## src/rtl/cpu_control.sv

```systemverilog
// Fetch/decode/execute sequencer for the 8-bit CPU: drives memory and the
// registered ALU, and keeps the accumulator, program counter and Z/C flags.
module cpu_control #(
  parameter int         ADDR_W = 4,
  parameter logic [2:0] OP_ADD = 3'b000,
  parameter logic [2:0] OP_SUB = 3'b001,
  parameter logic [2:0] OP_AND = 3'b010,
  parameter logic [2:0] OP_OR  = 3'b011
) (
  input  logic              clk,
  input  logic              rst,
  output logic [ADDR_W-1:0] mem_addr,
  input  logic [7:0]        mem_rdata,
  output logic              mem_we,
  output logic [7:0]        mem_wdata,
  output logic              alu_en,
  output logic [2:0]        alu_op,
  output logic [7:0]        alu_a,
  output logic [7:0]        alu_b,
  input  logic [7:0]        alu_out,
  input  logic              alu_carry,
  output logic [7:0]        acc,
  output logic [ADDR_W-1:0] pc,
  output logic              flag_z,
  output logic              flag_c,
  output logic              halted
);

  localparam logic [2:0] S_FETCH   = 3'd0;
  localparam logic [2:0] S_LOAD_IR = 3'd1;
  localparam logic [2:0] S_DECODE  = 3'd2;
  localparam logic [2:0] S_READ    = 3'd3;
  localparam logic [2:0] S_EXEC    = 3'd4;
  localparam logic [2:0] S_WB      = 3'd5;
  localparam logic [2:0] S_HALT    = 3'd6;

  localparam logic [3:0] OPC_NOP = 4'h0;
  localparam logic [3:0] OPC_LDA = 4'h1;
  localparam logic [3:0] OPC_ADD = 4'h2;
  localparam logic [3:0] OPC_SUB = 4'h3;
  localparam logic [3:0] OPC_AND = 4'h4;
  localparam logic [3:0] OPC_OR  = 4'h5;
  localparam logic [3:0] OPC_STA = 4'h6;
  localparam logic [3:0] OPC_JMP = 4'h7;
  localparam logic [3:0] OPC_JZ  = 4'h8;
  localparam logic [3:0] OPC_JC  = 4'h9;
  localparam logic [3:0] OPC_HLT = 4'hF;

  logic [2:0]        state_q, state_d;
  logic [ADDR_W-1:0] pc_q, pc_d;
  logic [7:0]        ir_q, ir_d;
  logic [7:0]        opr_q, opr_d;
  logic [7:0]        acc_q, acc_d;
  logic              flag_z_q, flag_z_d;
  logic              flag_c_q, flag_c_d;

  logic [3:0]        opcode;
  logic [ADDR_W-1:0] ir_addr;
  logic              is_alu_op;

  assign opcode    = ir_q[7:4];
  assign ir_addr   = ADDR_W'(ir_q[3:0]);
  assign is_alu_op = (opcode == OPC_ADD) || (opcode == OPC_SUB) ||
                     (opcode == OPC_AND) || (opcode == OPC_OR);

  always_comb begin
    state_d  = state_q;
    pc_d     = pc_q;
    ir_d     = ir_q;
    opr_d    = opr_q;
    acc_d    = acc_q;
    flag_z_d = flag_z_q;
    flag_c_d = flag_c_q;

    case (state_q)
      S_FETCH: begin
        state_d = S_LOAD_IR;
      end

      S_LOAD_IR: begin
        ir_d    = mem_rdata;
        pc_d    = pc_q + ADDR_W'(1);
        state_d = S_DECODE;
      end

      S_DECODE: begin
        state_d = S_FETCH;
        case (opcode)
          OPC_HLT: state_d = S_HALT;
          OPC_JMP: pc_d = ir_addr;
          OPC_JZ:  if (flag_z_q) pc_d = ir_addr;
          OPC_JC:  if (flag_c_q) pc_d = ir_addr;
          OPC_LDA, OPC_ADD, OPC_SUB, OPC_AND, OPC_OR: state_d = S_READ;
          default: state_d = S_FETCH;
        endcase
      end

      S_READ: begin
        if (is_alu_op) begin
          opr_d   = mem_rdata;
          state_d = S_EXEC;
        end else begin
          // LDA leaves the carry flag alone
          acc_d    = mem_rdata;
          flag_z_d = (mem_rdata == 8'h00);
          state_d  = S_FETCH;
        end
      end

      S_EXEC: begin
        state_d = S_WB;
      end

      S_WB: begin
        acc_d    = alu_out;
        flag_z_d = (alu_out == 8'h00);
        flag_c_d = alu_carry;
        state_d  = S_FETCH;
      end

      S_HALT: begin
        state_d = S_HALT;
      end

      default: begin
        state_d = S_FETCH;
      end
    endcase
  end

  always_ff @(posedge clk) begin
    if (rst) begin
      state_q  <= S_FETCH;
      pc_q     <= '0;
      ir_q     <= '0;
      opr_q    <= '0;
      acc_q    <= '0;
      flag_z_q <= 1'b0;
      flag_c_q <= 1'b0;
    end else begin
      state_q  <= state_d;
      pc_q     <= pc_d;
      ir_q     <= ir_d;
      opr_q    <= opr_d;
      acc_q    <= acc_d;
      flag_z_q <= flag_z_d;
      flag_c_q <= flag_c_d;
    end
  end

  // Moore outputs: DECODE addresses the operand, every other state the pc
  always_comb begin
    mem_addr = (state_q == S_DECODE) ? ir_addr : pc_q;
    mem_we   = (state_q == S_DECODE) && (opcode == OPC_STA);
    alu_en   = (state_q == S_EXEC);
    halted   = (state_q == S_HALT);
    case (opcode)
      OPC_SUB: alu_op = OP_SUB;
      OPC_AND: alu_op = OP_AND;
      OPC_OR:  alu_op = OP_OR;
      default: alu_op = OP_ADD;
    endcase
  end

  assign mem_wdata = acc_q;
  assign alu_a     = acc_q;
  assign alu_b     = opr_q;
  assign acc       = acc_q;
  assign pc        = pc_q;
  assign flag_z    = flag_z_q;
  assign flag_c    = flag_c_q;

endmodule
```

## config.mk

```make
export PLATFORM = sky130hd
export DESIGN_NAME = cpu_control
export DESIGN_NICKNAME = d
export VERILOG_FILES = /design/src/rtl/cpu_control.sv
export SDC_FILE = /design/constraint.sdc
export NUM_CORES = 1
export LEC_CHECK = 0
export ABC_AREA = 1
export ABC_CLOCK_PERIOD_IN_PS = 1600
export CORE_MARGIN = 2
export CORE_UTILIZATION = 26
export CTS_BUF_LIST = sky130_fd_sc_hd__clkbuf_8 sky130_fd_sc_hd__clkbuf_16
export CTS_CLUSTER_SIZE = 14
export DETAILED_ROUTE_END_ITERATION = 6
export GPL_TIMING_DRIVEN = 0
export PLACE_DENSITY = 0.56
export SLEW_MARGIN = 20
export SYNTH_ARGS = -nofsm -noshare
export SYNTH_HDL_FRONTEND = slang
export SYNTH_SLANG_ARGS = --single-unit
export TNS_END_PERCENT = 5
```

## constraint.sdc

```tcl
create_clock -name clk -period 1.6 [get_ports clk]
set_input_delay 0.32 -clock clk [delete_from_list [all_inputs] [get_ports clk]]
set_output_delay 0.32 -clock clk [all_outputs]
set_load 0.1 [all_outputs]
```

=== Word level (Yosys, flattened, before mapping) ===
Index checks and enable logic that the tools add are counted.
W data, S select, Z words.

* Word-level logic and storage cells: 54
* Bits in registers: 33
* Bits of input ports: 19

* Mux-type cells: 13
* Add/subtract/negate cells: 1
* Equality and inequality tests: 20
* Reduce and logical (&&, ||, !) cells: 13

{| class="wikitable"
|+ Operators by type and width
! kind !! count
|-
| $pmux W3 S6 || 1
|-
| $eq A4 B3 Y1 const B || 4
|-
| $logic_not A8 Y1 || 2
|-
| $pmux W8 S2 || 1
|-
| $eq A4 B4 Y1 const B || 3
|-
| $mux W4 || 3
|-
| $pmux W4 S3 || 1
|-
| $eq A3 B3 Y1 const B || 3
|-
| $eq A4 B2 Y1 const B || 2
|-
| $mux W8 || 1
|-
| $pmux W4 S2 || 1
|-
| $eq A3 B2 Y1 const B || 2
|-
| $ne A3 B3 Y1 const B || 2
|-
| $pmux W2 S3 || 1
|-
| $pmux W3 S2 || 1
|-
| $reduce_or A5 Y1 || 1
|-
| $add A4 B1 Y4 const B || 1
|-
| $eq A4 B1 Y1 const B || 1
|-
| $ne A4 B1 Y1 const B || 1
|-
| $reduce_and A2 Y1 || 2
|-
| $reduce_and A4 Y1 || 1
|-
| $reduce_bool A2 Y1 || 2
|-
| $eq A3 B1 Y1 const B || 1
|-
| $logic_not A3 Y1 || 1
|-
| 6 further kinds || 8
|}

=== Logic depth before layout (Yosys ltp) ===
Gate-level depths: netlist of the first run.

* Word-level depth: 6
* Mapped depth: 10
* Gate-level depth less buffers: 10

=== Worst setup path after synthesis of the first run ===
No wires, ideal clock.

* Path kind: register to output
* From: register state_q[0]
* To: output mem_we
* Data arrival time: 3.459 ns
* Path buffers: 0
* Required time: 1.280 ns
* Cell stages (with the launch flop): 4
* Slack: -2.179 ns
* Cells stage by stage: dfxtp_1 inv_4 nand3_4 nor4_1

* Word-level cells in the longest chain between the ends: 2

{| class="wikitable"
|+ Ends and longest elaborated chain
! item !! RTL line !! RTL
|-
| start, declared || 49 || <nowiki>logic [2:0] state_q, state_d;</nowiki>
|-
| start signal, assigned || 141 || <nowiki>state_q <= state_d;</nowiki>
|-
| $eq A3 B2 Y1 || 154 || <nowiki>mem_we = (state_q == S_DECODE) && (opcode == OPC_STA);</nowiki>
|-
| $logic_and A1 B1 Y1 || 154 ||
|-
| end, declared || 14 || <nowiki>output logic mem_we,</nowiki>
|}

Every way passes these cells.

=== Final worst setup path of the first run ===
* From: register ir_q[7]
* To: output alu_op[0]

* Word-level cells in the longest chain between the ends: 2
* Elaborated cells between the ends (all ways): 4
* Classes of those cells: 3 x eq/ne; 1 x mux

{| class="wikitable"
|+ Ends and longest elaborated chain
! item !! RTL line !! RTL
|-
| start, declared || 51 || <nowiki>logic [7:0] ir_q, ir_d;</nowiki>
|-
| start signal, assigned || 143 || <nowiki>ir_q <= ir_d;</nowiki>
|-
| $eq A4 B3 Y1 or $eq A4 B2 Y1 (tied branches) || 157 || <nowiki>case (opcode)</nowiki>
|-
| $pmux W2 S3 (*) || 157 ||
|-
| end, declared || 17 || <nowiki>output logic [2:0] alu_op,</nowiki>
|}

Mark *: on every way between the ends. The rest lies on a longest branch, timed or not.

==> impl_metrics.csv, run 1 <==
group,metric,value,unit
status,status,"finished, violations left",
status,violations,"negative setup slack",
timing,tns,-609.1,ps
logic_synthesis,synthCells,277,
logic_synthesis,yosysUniqueCellTypes,30,
grt,grt_use_total,13.62,%
detailed_routing,antenna_left,0,
final_layout,n_fill_cell,765,
grt,grt_use_met3,3.291,%
timing,setup_ws,-154.2,ps
critical_path,rr_startpoint,"ir_q[5]",
place,dp.cells,440,
place,dp_hpwl,3965,µm
clocking,clock_latency,290,ps
logic_synthesis,avgSynthCellArea,6.875,µm²
logic_synthesis,yosysWarnings,0,
critical_path,crit_arrival,1430,ps
timing,slew-limit-headroom,63.74,%
detailed_routing,vias,1957,
final_layout,area_growth,53.48,%
final_layout,drive_gt1_share,37.22,%
place,place_ws,-890.2,ps
logic_synthesis,yosys.area.top_type,"dfxtp_1",
critical_path,endpoint,"alu_op[0]",
critical_path,r2r_cells,9,
detailed_routing,route.detailed.drc,0,
logic_synthesis,netlist_area,1904,µm²
power_and_ir_drop,leakage,1.307,nW
clocking,cts_max_level,2,
timing,fin_hold_ws,423.5,ps
die,initial_core_util,26.54,%
place,port_buffers,64,
logic_synthesis,synth_top_area_share,34.69,%
clocking,clk_pin_slew,70,ps
die,dieArea,8025,µm²
grt,grt_start_max_net_pins,11,
grt,antenna_found_initial,0,
logic_synthesis,yosys-top-cells-count,"50 x nand2_1, 38 x nor2_1, 33 x dfxtp_1",
logic_synthesis,ys_async_sr_fraction,0,%
critical_path,start_kind,"flop",
grt,grt_use_met1,16.95,%
timing,final_max_slew_viol_count,0,
power_and_ir_drop,peakVddDrop,0.3376,mV
critical_path,worstPathMaxFanout,10,
place,gp_routability_congestion,0.8183,
grt,use_met2,23.26,%
timing,finalWorstPathRequiredPeriod,1754,ps
die,ioPinCount,67,
critical_path,cp-end-kind,"primary output",
power_and_ir_drop,seqPwrFrac,31.0,%
die,rows,31,
logic_synthesis,synth_seq_area_share,34.69,%
power_and_ir_drop,p_int,0.001768,W
critical_path,crit_required,1280,ps
clocking,tritoncts,"done",
timing,tightest_slew,546.4,ps
min_path,holdCritStartpoint,"rst",
detailed_routing,drtIter0Drc,92,
final_layout,diodes,0,
critical_path,crit_start,"ir_q[7]",
grt,grt_busiest_layer,"met2",
run,maxCapViolations,0,
timing,fmax,570.1,MHz
power_and_ir_drop,netSwitchingFraction,45.36,%
clocking,numCtsBuffers,5,
timing,finalSetupViolations,6,
timing,finClkSkew,5.964,ps
clocking,clock-root-buffer,"clkbuf_8",
logic_synthesis,synth_most_common_cell,"nand2_1",
critical_path,r2r_slack,250,ps
final_layout,layoutNonFillerInstCount,451,
clocking,cts_hold_buf,0,
power_and_ir_drop,combPwrFrac,45.9,%
logic_synthesis,synthTopCellsByArea,"dfxtp_1 35%, nand2_1 9.9%, nor2_1 7.5%",
power_and_ir_drop,switchingPower,0.001467,W
power_and_ir_drop,pwr-share-clk,23.1,%
detailed_routing,routedWlPerCell,11.33,µm
logic_synthesis,synth_ff_type,"dfxtp_1",
critical_path,r2r-end,"flag_z",
detailed_routing,first_pass_iters,4,
grt,grt_pass1_wl,8590,µm
logic_synthesis,synth-edff-count,0,
detailed_routing,viasPerCell,4.339,
clocking,cts_buffer_depth,2,
die,coreArea,7176,µm²
final_layout,nets,371,
grt,overflow,0,
timing,hold_viol_final,0,
logic_synthesis,ys_seq_elements,33,
die,dieHeight,89.58,µm
final_layout,final_core_util,40.73,%
timing,fin_crit_sh,109.6,%
timing,rsz0062_at_grt,"yes",
clocking,cts_sinks,33,
power_and_ir_drop,p_per_area,1107,nW/µm²
die,die-width,89.58,µm
critical_path,crit_type,"flop to primary output",
grt,first_global_vias,1877,
detailed_routing,wirelength,5109,µm
min_path,hold_path.class,"primary input to flop",
logic_synthesis,syn_nets,297,
## what timing repair did
item                                    in CTS  in global routing
endpoints found under the setup margin      47                 17
pin swaps                                    1                  0
resized for setup                          211                 16
buffers inserted                             3                  0
## cell usage in the layout, fill, tap and decap left out, types with 2 or more instances in the layout
cell	synthesis	routed
nor2_1	38	34
o21ai_0	19	18
buf_4	18	37
o21ai_1	12	12
inv_1	25	24
buf_12	0	5
nand2_2	9	14
clkdlybuf4s15_2	0	15
clkdlybuf4s18_2	0	4
nor3_1	3	2
dfxtp_2	0	5
clkbuf_8	0	6
dfxtp_1	33	25
a21oi_1	17	17
buf_6	1	5
nand3_1	15	15
nand4_1	4	4
inv_2	7	8
nor2_4	3	4
nand2_4	3	2
clkdlybuf4s50_1	0	17
nand3_4	2	2
clkbuf_1	2	2
buf_2	2	4
nand2_1	50	45
dfxtp_4	0	3
nor2_2	3	6
## stage by stage
| step | area [µm²] | total power [W] |
|---|---|---|
| floorplan | 1963 | 0.002117 |
| global placement | 2728 | 0.002426 |
| detailed placement | 2728 | 0.002437 |
| CTS | 2924 | 0.003275 |
| global route | 2923 | 0.003407 |
| finish | 2923 | 0.003235 |
## logic make-up (layout without fill, tap and decap cells)
| logic type | Yosys count | count (layout) | synth area share, % |
|---|---|---|---|
| simple gates | 134 | 134 | 35.02 |
| buf+inv | 57 | 132 | 15.57 |
| compound gates | 50 | 50 | 13.40 |
| flops | 33 | 33 | 34.69 |
| fa+ha+maj | 1 | 1 | 0.6569 |
| other cells | 1 | 1 | 0.1969 |
| xor+xnor | 1 | 1 | 0.4600 |
## per-layer routing
metal / share of wire, % / wire [µm]
met5: 0 / 0
met4: 1.3 / 68
met2: 50 / 2532
met1: 43 / 2219
met3: 5.7 / 289
## critical path, stage by stage (launching register included)
cell	delay (ps)
dfxtp_1	370
nor2_2	150
nand2_1	100
nand2_4	140
inv_2	60
nor2_2	140
buf_12	190
## final cells by class
class / instances / area, µm² / share of cell area [%]
plain buffers: 23 / 163.9 / 5.608
inverters: 34 / 142.6 / 4.880
multi-input cells: 187 / 1021 / 34.93
clock buffers: 7 / 107.6 / 3.682
repair buffers: 67 / 681.9 / 23.33
clock inverters: 1 / 3.754 / 0.1284
flip-flops and latches: 33 / 678.2 / 23.20
well taps: 99 / 123.9 / 4.238
## state kept, by name, summed over array words and instances, names as in the netlist
signal,flops
acc,8
flag_z,1
flag_c,1
alu_b,8
pc,4
state_q,3
ir_q,8
## how the worst min path moves through the flow
stage / end / slack [ps] / cells past startpoint
CTS: alu_b[5] / 430 / 2
global route: alu_b[1] / 480 / 2
finish: alu_b[4] / 420 / 2
global placement: ir_q[3] / 440 / 2
detailed placement: ir_q[3] / 440 / 2
floorplan: ir_q[1] / 420 / 2
## power groups by stage
stage               registers [W]  logic [W]  clock network (W)
global route              0.00102    0.00159           0.000799
global placement          0.00101    0.00141                  0
finish                    0.00100    0.00148           0.000747
CTS                       0.00100    0.00149           0.000782
floorplan                 0.00127   0.000847                  0
detailed placement        0.00102    0.00142                  0
No activity file was read; power rests on OpenSTA's default activity.
==> inputs of run 2 (changes only) <==
--- a/config.mk
+++ b/config.mk
@@ -14,8 +14,6 @@
 export DETAILED_ROUTE_END_ITERATION = 6
 export GPL_TIMING_DRIVEN = 0
 export PLACE_DENSITY = 0.56
-export SLEW_MARGIN = 20
 export SYNTH_ARGS = -nofsm -noshare
 export SYNTH_HDL_FRONTEND = slang
 export SYNTH_SLANG_ARGS = --single-unit
-export TNS_END_PERCENT = 5
==> impl_metrics.csv, run 2 (synthesis results as in run 1) <==
group,metric,value,unit
status,status,"finished, violations left",
status,violations,"negative setup slack",
grt,grt_use_met1,17.41,%
timing,fin_crit_sh,107.8,%
clocking,clock_latency,280,ps
die,coreArea,7176,µm²
timing,final_max_slew_viol_count,0,
clocking,tritoncts,"done",
power_and_ir_drop,netSwitchingFraction,45.99,%
power_and_ir_drop,pwr-share-clk,21.4,%
final_layout,final_common_cell,"nand2_1",
detailed_routing,antenna_left,0,
final_layout,final_cell_area,3073,µm²
grt,grt_pass1_wl,8997,µm
clocking,numCtsBuffers,5,
critical_path,start_kind,"flop",
timing,rsz0062_at_grt,"yes",
die,dieArea,8025,µm²
power_and_ir_drop,combPwrFrac,47.8,%
place,port_buffers,64,
place,dp_hpwl,3962,µm
clocking,clock-root-buffer,"clkbuf_8",
place,gp_routability_congestion,0.8240,
grt,use_met2,25.13,%
critical_path,crit_type,"flop to primary output",
critical_path,r2r-end,"pc[0]",
critical_path,cp_cell_sequence,"buf_12, nor2_4, buf_8, buf_12, o21ai_4, buf_12",
clocking,clk_pin_slew,70,ps
final_layout,diodes,0,
grt,antenna_found_initial,0,
final_layout,final_cell_mix,"44 x nand2_1, 35 x nor2_1, 32 x buf_4",
critical_path,cp_slowest_cell,"dfxtp_4",
detailed_routing,first_pass_iters,4,
critical_path,rr_startpoint,"state_q[0]",
min_path,hold_path.class,"primary input to flop",
detailed_routing,routedWlPerCell,11.49,µm
timing,setup_ws,-124.5,ps
die,rows,31,
place,place_ws,-900.0,ps
power_and_ir_drop,switchingPower,0.001507,W
timing,tns,-401.5,ps
timing,hold_viol_final,0,
timing,slew-limit-headroom,63.60,%
clocking,cts_max_level,2,
detailed_routing,viasPerCell,4.254,
clocking,cts_sinks,33,
grt,first_global_vias,1984,
final_layout,area_growth,61.37,%
die,initial_core_util,26.54,%
power_and_ir_drop,leakage,1.417,nW
critical_path,cp-end-kind,"primary output",
critical_path,r2r_slack,190,ps
timing,tightest_slew,548.5,ps
power_and_ir_drop,p_per_area,1066,nW/µm²
final_layout,drive_gt1_share,42.54,%
run,maxCapViolations,0,
critical_path,endpoint,"mem_addr[3]",
critical_path,cp_slowest_stage_delay,390,ps
power_and_ir_drop,peakVddDrop,0.4318,mV
detailed_routing,vias,1961,
min_path,hold_depth,2,
die,die-width,89.58,µm
critical_path,crit_start,"state_q[0]",
critical_path,worstPathMaxFanout,7,
place,dpl-instance-area,2758,µm²
grt,overflow,0,
power_and_ir_drop,seqPwrFrac,30.8,%
die,ioPinCount,67,
grt,grt_use_met3,3.748,%
timing,finClkSkew,1.232,ps
grt,grt_start_max_net_pins,11,
critical_path,crit_required,1280,ps
die,dieHeight,89.58,µm
critical_path,crit_path_frequent_cell,"buf_12",
grt,grt_use_total,14.34,%
critical_path,crit_arrival,1400,ps
clocking,cts_buffer_depth,2,
detailed_routing,wirelength,5296,µm
timing,fin_hold_ws,430.9,ps
power_and_ir_drop,p_int,0.001769,W
timing,finalSetupViolations,6,
timing,finalWorstPathRequiredPeriod,1724,ps
grt,grt_busiest_layer,"met2",
final_layout,nets,381,
detailed_routing,drtIter0Drc,58,
critical_path,r2r_cells,9,
detailed_routing,route.detailed.drc,0,
timing,fmax,579.9,MHz
run 2: power by group through the flow:
stage / Clock (W) / Sequential, W / Combinational [W]
floorplan: 0 / 0.00128 / 0.000856
CTS: 0.000721 / 0.00101 / 0.00157
finish: 0.000701 / 0.00101 / 0.00157
detailed placement: 0 / 0.00102 / 0.00143
global route: 0.000752 / 0.00103 / 0.00167
global placement: 0 / 0.00102 / 0.00142
run 2: area by class of cell:
class	count	area (µm²)
buffer	23	167.7
clock buffer	7	96.34
inverter	34	147.6
sequential	33	698.2
multi-input combinational	187	1066
timing repair buffer	77	768.2
fill	752	4103
tap	99	123.9
clock inverter	1	5.005
run 2: repair_timing:
item                                    CTS  global route
pin swaps                                 7             3
gates resized for setup                 231            19
setup buffers                             9             4
hold buffers                              0             0
endpoints found under the setup margin   47            19
run 2: through the flow:
stage / instances / util [%] / power [W]
2_1_floorplan: 277 / - / 0.002131
5_1_grt: 461 / 42.82 / 0.003447
4_1_cts: 457 / 42.77 / 0.003298
6_report: 461 / 42.82 / 0.003276
3_5_place_dp: 440 / 38.43 / 0.002450
3_3_place_gp: 440 / 38.43 / 0.002440
run 2: how the worst min path moves through the flow:
| stage | slack (ps) | end | start |
|---|---|---|---|
| global route | 460 | alu_b[6] | rst |
| CTS | 440 | alu_b[4] | rst |
| finish | 430 | alu_b[7] | rst |
| detailed placement | 440 | ir_q[3] | ir_q[3] |
| global placement | 440 | ir_q[3] | ir_q[3] |
| floorplan | 420 | ir_q[1] | ir_q[1] |
run 2: critical path: cells and delay by family, from the launching register on:
kind	cells	cell delay (ps)
compound gates	1	140
buf+inv	4	560
flops	1	390
simple gates	1	30
run 2: metal layers:
metal  routed length, µm  vias to the layer above
met2                2656                       49
met3                 240                        2
met4                  22                        0
li1                    -                     1036
met5                   0                        -
met1                2376                      874
==> inputs of run 3 (changes only) <==
==> config.mk (replaced) <==
export PLATFORM = sky130hd
export DESIGN_NAME = cpu_control
export DESIGN_NICKNAME = d
export VERILOG_FILES = /design/src/rtl/cpu_control.sv
export SDC_FILE = /design/constraint.sdc
export NUM_CORES = 1
export LEC_CHECK = 0
export ABC_CLOCK_PERIOD_IN_PS = 1600
export CORE_MARGIN = 2
export CORE_UTILIZATION = 26
export CTS_BUF_LIST = sky130_fd_sc_hd__clkbuf_8 sky130_fd_sc_hd__clkbuf_16
export CTS_CLUSTER_SIZE = 14
export DETAILED_ROUTE_END_ITERATION = 6
export PLACE_DENSITY = 0.57
export SYNTH_ARGS = -nofsm -noshare
export SYNTH_HDL_FRONTEND = slang
export SYNTH_SLANG_ARGS = --single-unit
==> impl_metrics.csv, run 3 <==
group,metric,value,unit
clocking,tritoncts,"done",
critical_path,r2r-end,"alu_b[7]",
place,dp_hpwl,3714,µm
timing,fin_crit_sh,108.0,%
timing,fmax,578.5,MHz
grt,antenna_found_initial,0,
clocking,cts_buffer_depth,2,
status,violations,"negative setup slack",
logic_synthesis,synth-edff-count,0,
critical_path,crit_start,"state_q[0]",
grt,grt_pass1_wl,8411,µm
final_layout,drive_gt1_share,51.34,%
critical_path,r2r_cells,7,
place,place_ws,-16.03,ps
detailed_routing,vias,1833,
logic_synthesis,yosysUniqueCellTypes,43,
detailed_routing,routedWlPerCell,13.76,µm
detailed_routing,viasPerCell,4.849,
logic_synthesis,yosys.area.top_type,"dfxtp_1",
critical_path,start_kind,"flop",
clocking,clock-root-buffer,"clkbuf_8",
clocking,cts_sinks,33,
grt,first_global_vias,1757,
die,die-width,86.70,µm
grt,grt_use_total,14.04,%
final_layout,final_cell_mix,"50 x buf_12, 34 x nand2_1, 32 x buf_4",
final_layout,nets,317,
final_layout,multi_input_area,1080,µm²
power_and_ir_drop,peakVddDrop,0.5855,mV
logic_synthesis,ys_async_sr_fraction,0,%
critical_path,worstPathMaxFanout,3,
detailed_routing,first_pass_iters,4,
grt,grt_start_max_net_pins,34,
critical_path,cp_slowest_cell,"dfxtp_4",
min_path,hold_path.class,"flop to flop",
critical_path,endpoint,"mem_we",
die,dieHeight,86.70,µm
die,coreArea,6719,µm²
critical_path,cp-end-kind,"primary output",
clocking,cts_max_level,2,
grt,overflow,0,
detailed_routing,drtIter0Drc,88,
logic_synthesis,yosys-top-cells-count,"48 x nand2_1, 33 x dfxtp_1, 19 x buf_4",
logic_synthesis,synth_seq_area_share,37.16,%
logic_synthesis,syn_nets,235,
clocking,cts_hold_buf,0,
timing,finalSetupViolations,5,
final_layout,n_fill_cell,579,
detailed_routing,wirelength,5200,µm
place,port_buffers,65,
critical_path,crit_arrival,1410,ps
final_layout,diodes,0,
power_and_ir_drop,p_per_area,810.1,nW/µm²
logic_synthesis,synthCells,215,
place,dp.cells,354,
timing,final_max_slew_viol_count,0,
logic_synthesis,synth_top_area_share,37.16,%
timing,setup_ws,-128.5,ps
logic_synthesis,yosysWarnings,0,
detailed_routing,route.detailed.drc,0,
die,rows,30,
clocking,numCtsBuffers,5,
place,gp_routability_congestion,0.7761,
die,ioPinCount,67,
critical_path,cp_slowest_stage_delay,360,ps
final_layout,final_common_cell,"buf_12",
run,maxCapViolations,0,
timing,finClkSkew,7.733,ps
power_and_ir_drop,leakage,1.343,nW
logic_synthesis,ys_seq_elements,33,
min_path,holdCritStartpoint,"flag_c",
critical_path,rr_startpoint,"state_q[1]",
critical_path,r2r_slack,60,ps
logic_synthesis,synthTopCellsByArea,"dfxtp_1 37%, nand2_1 10%, buf_4 8.0%",
final_layout,area_growth,95.43,%
clocking,clk_pin_slew,70,ps
critical_path,crit_type,"flop to primary output",
logic_synthesis,synth_ff_type,"dfxtp_1",
logic_synthesis,netlist_area,1778,µm²
logic_synthesis,avgSynthCellArea,8.270,µm²
final_layout,register_area,695.7,µm²
timing,rsz0062_at_grt,"yes",
timing,hold_viol_final,0,
die,dieArea,7516,µm²
critical_path,cp_cell_sequence,"nor3b_4, nand2_2, nor3_4, buf_12",
detailed_routing,antenna_left,0,
critical_path,crit_required,1280,ps
clocking,clock_latency,290,ps
timing,finalWorstPathRequiredPeriod,1728,ps
final_layout,layoutNonFillerInstCount,378,
die,initial_core_util,26.46,%
status,status,"finished, violations left",
logic_synthesis,synth_most_common_cell,"nand2_1",
run 3: cell count changes after synthesis, sizes merged, moves of 10 or more:
cell / delta
nand3: -14
inv: -33
o21ai: -30
nand2: -14
nor3: +10
nor2: -32
run 3: final cells by class:
cell class	count	share of cell area (%)
Timing Repair Buffer	105	42.53
Multi-Input combinational cell	151	31.08
Sequential cell	33	20.02
Tap cell	80	2.881
Clock buffer	5	1.981
Clock inverter	3	1.332
Inverter	1	0.1801
run 3: power breakdown:
part,switching [W],total (W),internal (W)
clock,0.000337,0.000803,0.000466
combinational,0.000622,0.00106,0.000437
sequential,0.0000846,0.000952,0.000868
total,0.00104,0.00281,0.00177
run 3: worst max-delay path: cells and delay by family, from the launching register on:
| family | cells | cell delay [ps] |
|---|---|---|
| AND/OR/NAND/NOR | 3 | 550 |
| flip-flops | 1 | 360 |
| buffers and inverters | 1 | 200 |
run 3: how the worst min path moves through the flow:
stage,to,slack (ps),cells after the start
after floorplan,flag_c,450,2
after global placement,ir_q[0],470,2
after detailed placement,ir_q[0],470,2
after CTS,ir_q[0],490,2
after global routing,flag_c,520,2
final,flag_c,490,2
run 3: per-stage QoR:
stage               cell area, µm²  total power (W)  utilization [%]  TNS [ps]  hold WS [ps]
floorplan                     1858         0.001559                -    -825.1         448.5
global placement              3068         0.001912            45.66         0         472.6
detailed placement            3068         0.001914            45.66    -35.92         474.2
CTS                           3302         0.002765            49.14    -554.8         495.0
global route                  3475         0.002933            51.71     -1164         521.0
finish                        3475         0.002815            51.71    -503.7         494.3
run 3: kinds of logic (layout without fill, tap and decap cells):
group,after synthesis,count (layout),synth area share [%]
xor+xnor,1,1,0.4927
compound gates,36,37,14.57
mux,9,9,5.348
flops,33,33,37.16
buf+inv,32,114,12.74
other cells,1,1,0.2109
fa+ha+maj,1,1,0.7036
simple gates,102,102,28.78
run 3: timing repair:
action,CTS,global route
gates resized for setup,23,20
pin swaps,6,7
setup endpoints to repair,18,17
buffers inserted,8,7
cloned,0,1
run 3: layer usage:
| layer | routed length, µm | global-route usage, % |
|---|---|---|
| met1 | 2300 | 18.11 |
| met4 | 32 | 2.557 |
| met3 | 227 | 4.000 |
| met2 | 2639 | 23.57 |
| met5 | 0 | 0 |
==> patch (flow settings as in run 2) <==
Register the output `mem_addr`, with the module's reset; this adds one clock of latency there. The other outputs are not delayed to match.
--- a/src/rtl/cpu_control.sv
+++ b/src/rtl/cpu_control.sv
@@ -46,4 +46,6 @@
   localparam logic [3:0] OPC_JC  = 4'h9;
   localparam logic [3:0] OPC_HLT = 4'hF;
+
+  logic [ADDR_W-1:0] mem_addr_d;
 
   logic [2:0]        state_q, state_d;
@@ -151,5 +153,5 @@
   // Moore outputs: DECODE addresses the operand, every other state the pc
   always_comb begin
-    mem_addr = (state_q == S_DECODE) ? ir_addr : pc_q;
+    mem_addr_d = (state_q == S_DECODE) ? ir_addr : pc_q;
     mem_we   = (state_q == S_DECODE) && (opcode == OPC_STA);
     alu_en   = (state_q == S_EXEC);
@@ -171,3 +173,11 @@
   assign flag_c    = flag_c_q;
 
+  always_ff @(posedge clk) begin
+    if (rst) begin
+      mem_addr <= '0;
+    end else begin
+      mem_addr <= mem_addr_d;
+    end
+  end
+
 endmodule
Function: changed (Yosys sat finds a counterexample within 4 cycles, from zero or initial values and one cycle with rst high).
==> patch against run 2 <==
The flow still finishes with violations (setup timing). Area after synthesis shrank 2.3%. Critical endpoint is now alu_op[0]. Total power shrank 5.1%. Hold slack gained 0.022 ns. Setup slack gained 0.071 ns. Sequential cell count grew 4. Wire length grew 2.9%. Critical path depth grew 1. Final area shrank 2.2%. First-iteration DRC count grew 14%. Die area shrank 2.2%.
==> patch: results (changes against run 2) <==
metric,value,unit,change
Setup WS post-layout,-0.0532,ns,+0.0713 ns
P_comb,1.33,mW,-15%
xor-xnor portion of the synthesized cell area,0.471,%,+0.011 points
Final #Nets,380,,-0.26%
share of layout cells above drive strength 1,39.6,%,-2.9 points
DR iter-0 viols,66,,+14%
P_int,1.69,mW,-4.5%
CP arrival,1.33,ns,-0.07 ns
Seq. cell area,768,sq um,+10%
compound-gate portion of the synthesized area,14.7,%,+1.3 points
Area contributors post-synth,"dfxtp_1, nand2_1, nor2_1",,
filler instances,706,,-6.1%
Setup TNS,-0.0532,ns,+0.348 ns
Total GRT Usage,14.8,%,+0.43 points
first-pass GRT wire length,8960,um,-0.46%
Routed wire per std cell,11.9,um,+3.8%
final setup fails,1,,-5
post-DR vias/cell,4.44,,+4.3%
Post-synth top cells,"nand2_1, nor2_1, dfxtp_1",,
crit path from,ir_q[6],,
register area share after synthesis,39.8,%,+5.1 points
violated checks,setup timing,,
DP Wirelength,4100,um,+3.6%
Data buffer area share,31.0,%,+0.56 points
post-synthesis net count,293,,-1.3%
Hold EP,ir_q[1],,
clk tree area frac,3.04,%,-0.26 points
GP Congestion,0.826,,+0.29%
status,"finished, violations left",,
Worst Clk Skew,0.00646,ns,+0.00523 ns
clock insertion delay at the later pin of the skew report,0.30,ns,+0.02 ns
Pleak,1.32,nW,-6.6%
worst reg2reg path startpoint,state_q[2],,
## patch: per-layer routing
| layer | up-vias | routed length (um) | share of wire (%) | track usage (%) |
|---|---|---|---|---|
| li1 | 1035 | - | - | - |
| met1 | 922 | 2320 | 43 | 17.7 |
| met2 | 66 | 2640 | 48 | 25.3 |
| met3 | 5 | 433 | 7.9 | 4.76 |
| met4 | 0 | 55 | 1.0 | 4.55 |
| met5 | - | 0 | 0 | 0 |
## patch: what timing repair did
action                                  in CTS  in global routing
buffers inserted                             7                  9
hold endpoints to repair                     0                  0
resized for setup                          211                 34
endpoints found under the setup margin      47                 30
pin swaps                                    1                  6
## patch: through the flow
step	hold slack, ns	std cells	power, mW	util, %	instance area (sq um)
finish	0.453	457	3.11	43.8	3010
global route	0.484	457	3.26	43.8	3010
floorplan	0.389	273	2.08	-	1910
detailed placement	0.445	434	2.38	39.0	2680
CTS	0.456	449	3.06	41.4	2850
global placement	0.438	434	2.37	39.0	2680
